<file path="src/rtl/reg_file_sb_if.sv">
// Decode/issue/write-back bundle for the scoreboarded register file.
// The master drives indices and write-backs; the slave returns read data and busy state.
interface reg_file_sb_if #(
    parameter int XLEN = 32,
    parameter int AW   = 5
);
    logic [AW-1:0]   rs1;
    logic [AW-1:0]   rs2;
    logic [XLEN-1:0] rv1;
    logic [XLEN-1:0] rv2;
    logic            rs1_busy;
    logic            rs2_busy;
    logic            issue_valid;
    logic [AW-1:0]   issue_rd;
    logic            wb0_we;
    logic [AW-1:0]   wb0_rd;
    logic [XLEN-1:0] wb0_wd;
    logic            wb1_we;
    logic [AW-1:0]   wb1_rd;
    logic [XLEN-1:0] wb1_wd;
    logic [AW:0]     busy_count;

    modport master (
        output rs1, rs2, issue_valid, issue_rd,
               wb0_we, wb0_rd, wb0_wd, wb1_we, wb1_rd, wb1_wd,
        input  rv1, rv2, rs1_busy, rs2_busy, busy_count
    );

    modport slave (
        input  rs1, rs2, issue_valid, issue_rd,
               wb0_we, wb0_rd, wb0_wd, wb1_we, wb1_rd, wb1_wd,
        output rv1, rv2, rs1_busy, rs2_busy, busy_count
    );
endinterface

</file>
<file path="src/rtl/reg_file_sb.sv">
// Integer register file with two write-back ports, optional write-to-read bypass
// and a per-register busy scoreboard; x0 reads as zero and is never busy.
module reg_file_sb #(
    parameter int XLEN   = 32,
    parameter int NREGS  = 32,
    parameter int AW     = $clog2(NREGS),
    parameter int BYPASS = 1
) (
    input  logic        clk,
    input  logic        rst,
    reg_file_sb_if.slave bus
);
    logic [XLEN-1:0]  regs_q [NREGS];
    logic [XLEN-1:0]  regs_d [NREGS];
    logic [NREGS-1:0] busy_q;
    logic [NREGS-1:0] busy_d;
    logic [NREGS-1:0] wr0_hit;
    logic [NREGS-1:0] wr1_hit;
    logic [NREGS-1:0] iss_hit;
    logic [AW:0]      busy_count_q;
    logic [AW:0]      busy_count_d;

    // Per-register next state; out-of-range indices never match any slot.
    generate
        for (genvar gi = 0; gi < NREGS; gi++) begin : g_reg
            if (gi == 0) begin : g_zero
                assign wr0_hit[gi] = 1'b0;
                assign wr1_hit[gi] = 1'b0;
                assign iss_hit[gi] = 1'b0;
                assign regs_d[gi]  = '0;
                assign busy_d[gi]  = 1'b0;
            end else begin : g_live
                assign wr0_hit[gi] = bus.wb0_we && (bus.wb0_rd == AW'(gi));
                assign wr1_hit[gi] = bus.wb1_we && (bus.wb1_rd == AW'(gi));
                assign iss_hit[gi] = bus.issue_valid && (bus.issue_rd == AW'(gi));
                assign regs_d[gi]  = wr1_hit[gi] ? bus.wb1_wd :
                                     wr0_hit[gi] ? bus.wb0_wd : regs_q[gi];
                // A new producer outranks a same-cycle write-back of the old one.
                assign busy_d[gi]  = iss_hit[gi] |
                                     (busy_q[gi] & ~(wr0_hit[gi] | wr1_hit[gi]));
            end
        end
    endgenerate

    always_comb begin
        busy_count_d = '0;
        for (int i = 0; i < NREGS; i++) begin
            busy_count_d = busy_count_d + {{AW{1'b0}}, busy_d[i]};
        end
    end

    always_ff @(posedge clk) begin
        if (rst) begin
            for (int i = 0; i < NREGS; i++) begin
                regs_q[i] <= '0;
            end
            busy_q       <= '0;
            busy_count_q <= '0;
        end else begin
            regs_q       <= regs_d;
            busy_q       <= busy_d;
            busy_count_q <= busy_count_d;
        end
    end

    logic [AW-1:0]   rs_a   [2];
    logic [XLEN-1:0] rv_a   [2];
    logic            busy_a [2];

    assign rs_a[0] = bus.rs1;
    assign rs_a[1] = bus.rs2;

    generate
        for (genvar gi = 0; gi < 2; gi++) begin : g_rd
            logic in_range;
            logic live0;
            logic live1;
            logic iss;

            assign in_range = (rs_a[gi] != '0) && (int'(rs_a[gi]) < NREGS);
            assign live1    = (BYPASS != 0) && bus.wb1_we && (bus.wb1_rd == rs_a[gi]);
            assign live0    = (BYPASS != 0) && bus.wb0_we && (bus.wb0_rd == rs_a[gi]);
            assign iss      = bus.issue_valid && (bus.issue_rd == rs_a[gi]);

            assign rv_a[gi]   = !in_range ? '0 :
                                live1     ? bus.wb1_wd :
                                live0     ? bus.wb0_wd : regs_q[rs_a[gi]];
            // A forwarded write-back resolves the hazard unless it is being re-issued.
            assign busy_a[gi] = in_range && busy_q[rs_a[gi]] && !((live0 || live1) && !iss);
        end
    endgenerate

    assign bus.rv1        = rv_a[0];
    assign bus.rv2        = rv_a[1];
    assign bus.rs1_busy   = busy_a[0];
    assign bus.rs2_busy   = busy_a[1];
    assign bus.busy_count = busy_count_q;
endmodule
</file>
<file path="src/flat_wrapper.sv">
// flat-port wrapper written by rule: the top's interface ports become plain ports
module reg_file_sb_flat 
#(
    parameter int XLEN   = 32,
    parameter int NREGS  = 32,
    parameter int AW     = $clog2(NREGS),
    parameter int BYPASS = 1
)
  (clk, rst, bus_rs1, bus_rs2, bus_issue_valid, bus_issue_rd, bus_wb0_we, bus_wb0_rd, bus_wb0_wd, bus_wb1_we, bus_wb1_rd, bus_wb1_wd, bus_rv1, bus_rv2, bus_rs1_busy, bus_rs2_busy, bus_busy_count);
  reg_file_sb_if #(.XLEN(XLEN), .AW(AW)) bus_i ();
  input  logic clk;
  input  logic rst;
  input wire logic [$bits(bus_i.rs1)-1:0] bus_rs1;
  input wire logic [$bits(bus_i.rs2)-1:0] bus_rs2;
  input wire logic [$bits(bus_i.issue_valid)-1:0] bus_issue_valid;
  input wire logic [$bits(bus_i.issue_rd)-1:0] bus_issue_rd;
  input wire logic [$bits(bus_i.wb0_we)-1:0] bus_wb0_we;
  input wire logic [$bits(bus_i.wb0_rd)-1:0] bus_wb0_rd;
  input wire logic [$bits(bus_i.wb0_wd)-1:0] bus_wb0_wd;
  input wire logic [$bits(bus_i.wb1_we)-1:0] bus_wb1_we;
  input wire logic [$bits(bus_i.wb1_rd)-1:0] bus_wb1_rd;
  input wire logic [$bits(bus_i.wb1_wd)-1:0] bus_wb1_wd;
  output wire logic [$bits(bus_i.rv1)-1:0] bus_rv1;
  output wire logic [$bits(bus_i.rv2)-1:0] bus_rv2;
  output wire logic [$bits(bus_i.rs1_busy)-1:0] bus_rs1_busy;
  output wire logic [$bits(bus_i.rs2_busy)-1:0] bus_rs2_busy;
  output wire logic [$bits(bus_i.busy_count)-1:0] bus_busy_count;
  assign bus_i.rs1 = bus_rs1;
  assign bus_i.rs2 = bus_rs2;
  assign bus_i.issue_valid = bus_issue_valid;
  assign bus_i.issue_rd = bus_issue_rd;
  assign bus_i.wb0_we = bus_wb0_we;
  assign bus_i.wb0_rd = bus_wb0_rd;
  assign bus_i.wb0_wd = bus_wb0_wd;
  assign bus_i.wb1_we = bus_wb1_we;
  assign bus_i.wb1_rd = bus_wb1_rd;
  assign bus_i.wb1_wd = bus_wb1_wd;
  assign bus_rv1 = bus_i.rv1;
  assign bus_rv2 = bus_i.rv2;
  assign bus_rs1_busy = bus_i.rs1_busy;
  assign bus_rs2_busy = bus_i.rs2_busy;
  assign bus_busy_count = bus_i.busy_count;
  reg_file_sb #(.XLEN(XLEN), .NREGS(NREGS), .AW(AW), .BYPASS(BYPASS)) u_core (.clk(clk), .rst(rst), .bus(bus_i));
endmodule
</file>
<file path="config.mk">
export PLATFORM = sky130hd
export DESIGN_NAME = reg_file_sb_flat
export DESIGN_NICKNAME = d
export VERILOG_FILES = /design/src/rtl/reg_file_sb_if.sv /design/src/rtl/reg_file_sb.sv /design/src/flat_wrapper.sv
export SDC_FILE = /design/constraint.sdc
export NUM_CORES = 2
export LEC_CHECK = 0
export BUFFER_PORTS_ARGS = -buffer_cell sky130_fd_sc_hd__buf_4
export CORE_ASPECT_RATIO = 0.9
export CORE_MARGIN = 1
export CORE_UTILIZATION = 25
export CTS_BUF_LIST = sky130_fd_sc_hd__clkbuf_4 sky130_fd_sc_hd__clkbuf_8 sky130_fd_sc_hd__clkbuf_16
export CTS_CLUSTER_DIAMETER = 200
export DETAILED_ROUTE_END_ITERATION = 6
export HOLD_SLACK_MARGIN = 0.03
export PLACE_DENSITY = 0.41
export SYNTH_ARGS = -nofsm -noshare
export SYNTH_HDL_FRONTEND = slang
export SYNTH_SLANG_ARGS = --single-unit
</file>
<file path="constraint.sdc">
create_clock -name clk -period 13.38 [get_ports clk]
set_clock_uncertainty 0.2 [all_clocks]
set_input_delay 0 -clock clk [delete_from_list [all_inputs] [get_ports clk]]
set_output_delay 0 -clock clk [all_outputs]
set_load 0.01 [all_outputs]
</file>
==> metrics.txt <==
# TYPE chip_impl_metric gauge
chip_impl_info{name="status",value="finished with violations"} 1
chip_impl_info{name="violated_checks",value="DRC"} 1
chip_impl_info{name="timing.critical_path.from_type",value="input port"} 1
chip_impl_info{name="yosys.cell_count.top_type",value="nor2_1"} 1
chip_impl_metric{name="tns",unit="ns"} 0
chip_impl_info{name="critical_path_s_slowest_cell",value="nand2_4"} 1
chip_impl_metric{name="grt_pass1_wl",unit="um"} 519000
chip_impl_metric{name="actual_transition_at_the_worst_max_transition_pin",unit="ns"} 1.36
chip_impl_metric{name="die-width",unit="um"} 540
chip_impl_metric{name="postSynthAreaPerCell",unit="sq um"} 8.94
chip_impl_info{name="grt_setup_unrepaired",value="no"} 1
chip_impl_info{name="holdCritPathClass",value="input port to flop"} 1
chip_impl_metric{name="mappedNetlistArea",unit="sq mm"} 0.0650
chip_impl_metric{name="place.detailed.hpwl",unit="um"} 220000
chip_impl_info{name="crit_family",value="adder cells"} 1
chip_impl_metric{name="viasPerCell",unit=""} 6.16
chip_impl_metric{name="synthesis.nets",unit=""} 7401
chip_impl_metric{name="gr-usage-all-layers",unit="%"} 27.9
chip_impl_metric{name="met1_length",unit="um"} 155000
chip_impl_metric{name="initial_antenna_violation_count",unit=""} 36
chip_impl_metric{name="detailroute.wirelength.met2",unit="um"} 164000
chip_impl_metric{name="worstPathRequired",unit="ns"} 13.83
chip_impl_metric{name="final_max_slew_viol_count",unit=""} 0
chip_impl_metric{name="layout-area-overhead-vs-synth",unit="%"} 14.6
chip_impl_metric{name="worst_path_largest_cell_delay",unit="ns"} 0.72
chip_impl_metric{name="drtPass1Iterations",unit=""} 7
chip_impl_metric{name="leakage",unit="nW"} 25.1
chip_impl_metric{name="layout.nets",unit=""} 7065
chip_impl_metric{name="total_die_area",unit="sq mm"} 0.262
chip_impl_info{name="top_layer",value="met5"} 1
chip_impl_metric{name="detailroute.wirelength.met3",unit="um"} 34600
chip_impl_metric{name="timing.fmax",unit="MHz"} 139
chip_impl_metric{name="power",unit="mW"} 8.21
chip_impl_info{name="netlist.top_cell.by_area",value="dfxtp_1"} 1
chip_impl_metric{name="ir_worst_vdd",unit="uV"} 137
chip_impl_metric{name="global_route.overflow_total",unit=""} 0
chip_impl_metric{name="syn_inst",unit=""} 7275
chip_impl_info{name="cts_tree",value="done"} 1
chip_impl_metric{name="cts-htree-levels",unit=""} 4
chip_impl_metric{name="drc_errors",unit=""} 1
chip_impl_info{name="critical_path.cell_chain",value="dlygate4sd3_1, buf_4, nand2_1, dlygate4sd3_1, nor2_1, nand2_4, nand2_1, o21ai_0, fa_1, inv_1, fa_1, fa_1, inv_1, fa_1, inv_1, fa_1, fa_1, inv_1, ha_1, fa_1, a21o_1, a21oi_1, xor2_1, nor2_1"} 1
chip_impl_info{name="synth-main-ff-cell",value="dfxtp_1"} 1
chip_impl_metric{name="layout-drive-gt1-share",unit="%"} 16.5
chip_impl_metric{name="yosysTopAreaCellShare",unit="%"} 31.7
chip_impl_metric{name="worstPathArrival",unit="ns"} 7.66
chip_impl_metric{name="port_buffers",unit=""} 165
chip_impl_metric{name="top_level_ports",unit=""} 166
chip_impl_metric{name="yosys_warnings",unit=""} 0
chip_impl_info{name="netlist_top_cells_area",value="dfxtp_1 (32%), mux4_2 (13%), mux2i_1 (10%)"} 1
chip_impl_metric{name="number_of_different_library_cells_in_the_post_synthesis_netlist",unit=""} 74
chip_impl_metric{name="post-route-min-period",unit="ns"} 7.21
chip_impl_metric{name="cts_buffers",unit=""} 137
chip_impl_metric{name="finalCritPeriodShare",unit="%"} 53.9
chip_impl_metric{name="synth_sequential_area_ratio",unit="%"} 31.7
chip_impl_info{name="worstSetupEndpointType",value="flop"} 1
chip_impl_metric{name="route.vias.total",unit=""} 64300
chip_impl_metric{name="cts.clk_slew.worst_paths",unit="ns"} 0.06
chip_impl_metric{name="layout.filler_cells",unit=""} 26700
chip_impl_info{name="cts_root_buffer_type",value="clkbuf_16"} 1
chip_impl_metric{name="clk-insertion-delay-late",unit="ns"} 0.83
chip_impl_metric{name="die-height",unit="um"} 486
chip_impl_metric{name="routed_wl",unit="um"} 378000
chip_impl_metric{name="p_per_area",unit="mW/mm^2"} 110
chip_impl_metric{name="first_global_vias",unit=""} 60600
chip_impl_metric{name="drv_cap",unit=""} 0
chip_impl_metric{name="route.detailed.wl_per_inst",unit="um"} 36.2
chip_impl_metric{name="synthArstFlopShare",unit="%"} 0
chip_impl_metric{name="placement_rows",unit=""} 177
chip_impl_metric{name="antenna_viol_nets_final",unit=""} 0
chip_impl_metric{name="synth-edff-count",unit=""} 0
chip_impl_info{name="criticalPathCategory",value="input port to flop"} 1
chip_impl_info{name="crit_top_cell",value="fa_1"} 1
chip_impl_info{name="synth_common_cells",value="nor2_1 (1,082), dfxtp_1 (1,029), nand2_1 (748), clkbuf_1 (732), mux2i_1 (666)"} 1
chip_impl_metric{name="cts.path.max_buffers",unit=""} 3
chip_impl_metric{name="finalWeightedCongestion",unit=""} 0.945
chip_impl_metric{name="drtIter0Drc",unit=""} 8126
chip_impl_metric{name="critical_path.n_buffers_inverters",unit=""} 7
chip_impl_metric{name="initial_utilization",unit="%"} 25.2
chip_impl_metric{name="max_slew_margin",unit="%"} 9.55
chip_impl_metric{name="ys_ff_latch",unit=""} 1029
chip_impl_metric{name="clock_sinks",unit=""} 1029
chip_impl_metric{name="placeableCoreArea",unit="sq mm"} 0.258
chip_impl_metric{name="finalHoldViolCount",unit=""} 0
chip_impl_metric{name="worst-path-max-fanout",unit=""} 65
chip_impl_metric{name="setup_viol_count_final",unit=""} 0
chip_impl_metric{name="grt_max_degree",unit=""} 176
[area by class of cell]
type / instances / area, sq um / share of cell area, %
multi-input cells: 5206 / 40400 / 54.1
flip-flops and latches: 1029 / 20600 / 27.6
repair buffers: 526 / 4570 / 6.13
clock buffers: 212 / 4310 / 5.78
well taps: 3401 / 4260 / 5.71
clock inverters: 25 / 279 / 0.374
inverters: 39 / 146 / 0.196
diodes: 8 / 20.0 / 0.0269
[state kept, by name, indices dropped and copies added (netlist names)]
| signal | flops |
|---|---|
| u_core.bus.busy_count | 6 |
| u_core.busy_q | 31 |
| u_core.regs_q | 992 |
[layer usage]
layer	vias up	global-route usage, %
met5	-	0
met1	32700	36.6
met4	32	16.0
met3	931	5.96
met2	4086	42.3
li1	26600	-
[through the flow]
stage / std cells / setup WS (ns) / utilization, % / area, sq um / hold WS [ns]
after floorplan: 7275 / 7.48 / - / 65000 / -0.0574
final: 10400 / 6.17 / 28.8 / 74500 / 0.0532
after global routing: 10400 / 5.89 / 28.8 / 74500 / 0.0811
after global placement: 10000 / 6.00 / 26.4 / 68100 / 0.246
after CTS: 10400 / 6.21 / 28.8 / 74500 / 0.0300
after detailed placement: 10000 / 6.05 / 26.4 / 68100 / 0.240
[cells in the final DEF (no fill, tap or decap), drive strengths merged, types with 86 or more instances in the layout]
cell / n
nor2: 1091
dfxtp: 1029
nand2: 749
mux2i: 666
a211oi: 521
a311oi: 486
nand3: 436
mux4: 400
buf: 353
clkbuf: 212
dlygate4sd3: 173
a22oi: 98
o21ai: 86
[cells by family after synthesis]
| group | Yosys count | synth area share, % |
|---|---|---|
| xor+xnor | 33 | 0.444 |
| flops | 1029 | 31.7 |
| simple gates | 2485 | 16.2 |
| mux | 1138 | 25.4 |
| compound gates | 1518 | 18.3 |
| buf+inv | 1040 | 7.08 |
| fa+ha+maj | 32 | 0.881 |
[tightest hold or removal path, cell delays in order]
cell	delay, ns
dlygate4sd3_1	0.53
buf_4	0.27
nor2_1	0.16
a211oi_1	0.05
[power by group]
group	switching [mW]	internal (mW)	leakage, nW
sequential	0.0514	3.13	8.32
clock	1.60	2.29	2.31
combinational	0.810	0.335	14.5
[what timing repair did]
item	in CTS	in global routing
hold buffers	178	0
resized for setup	0	0
endpoints found under the hold margin	1024	0
buffers inserted	0	0
[final timing paths]
kind	from	slack (ns)	depth (start not counted)	end
hold reg to reg	u_core.regs_q[702]	0.29	2	u_core.regs_q[702]
hold / removal	bus_wb1_wd[27]	0.05	4	u_core.regs_q[603]
setup / recovery	bus_wb1_we	6.17	24	u_core.bus.busy_count[4]
setup reg to reg	u_core.busy_q[2]	7.79	18	u_core.bus.busy_count[4]
Note: power is estimated with default switching activity, not from simulation.
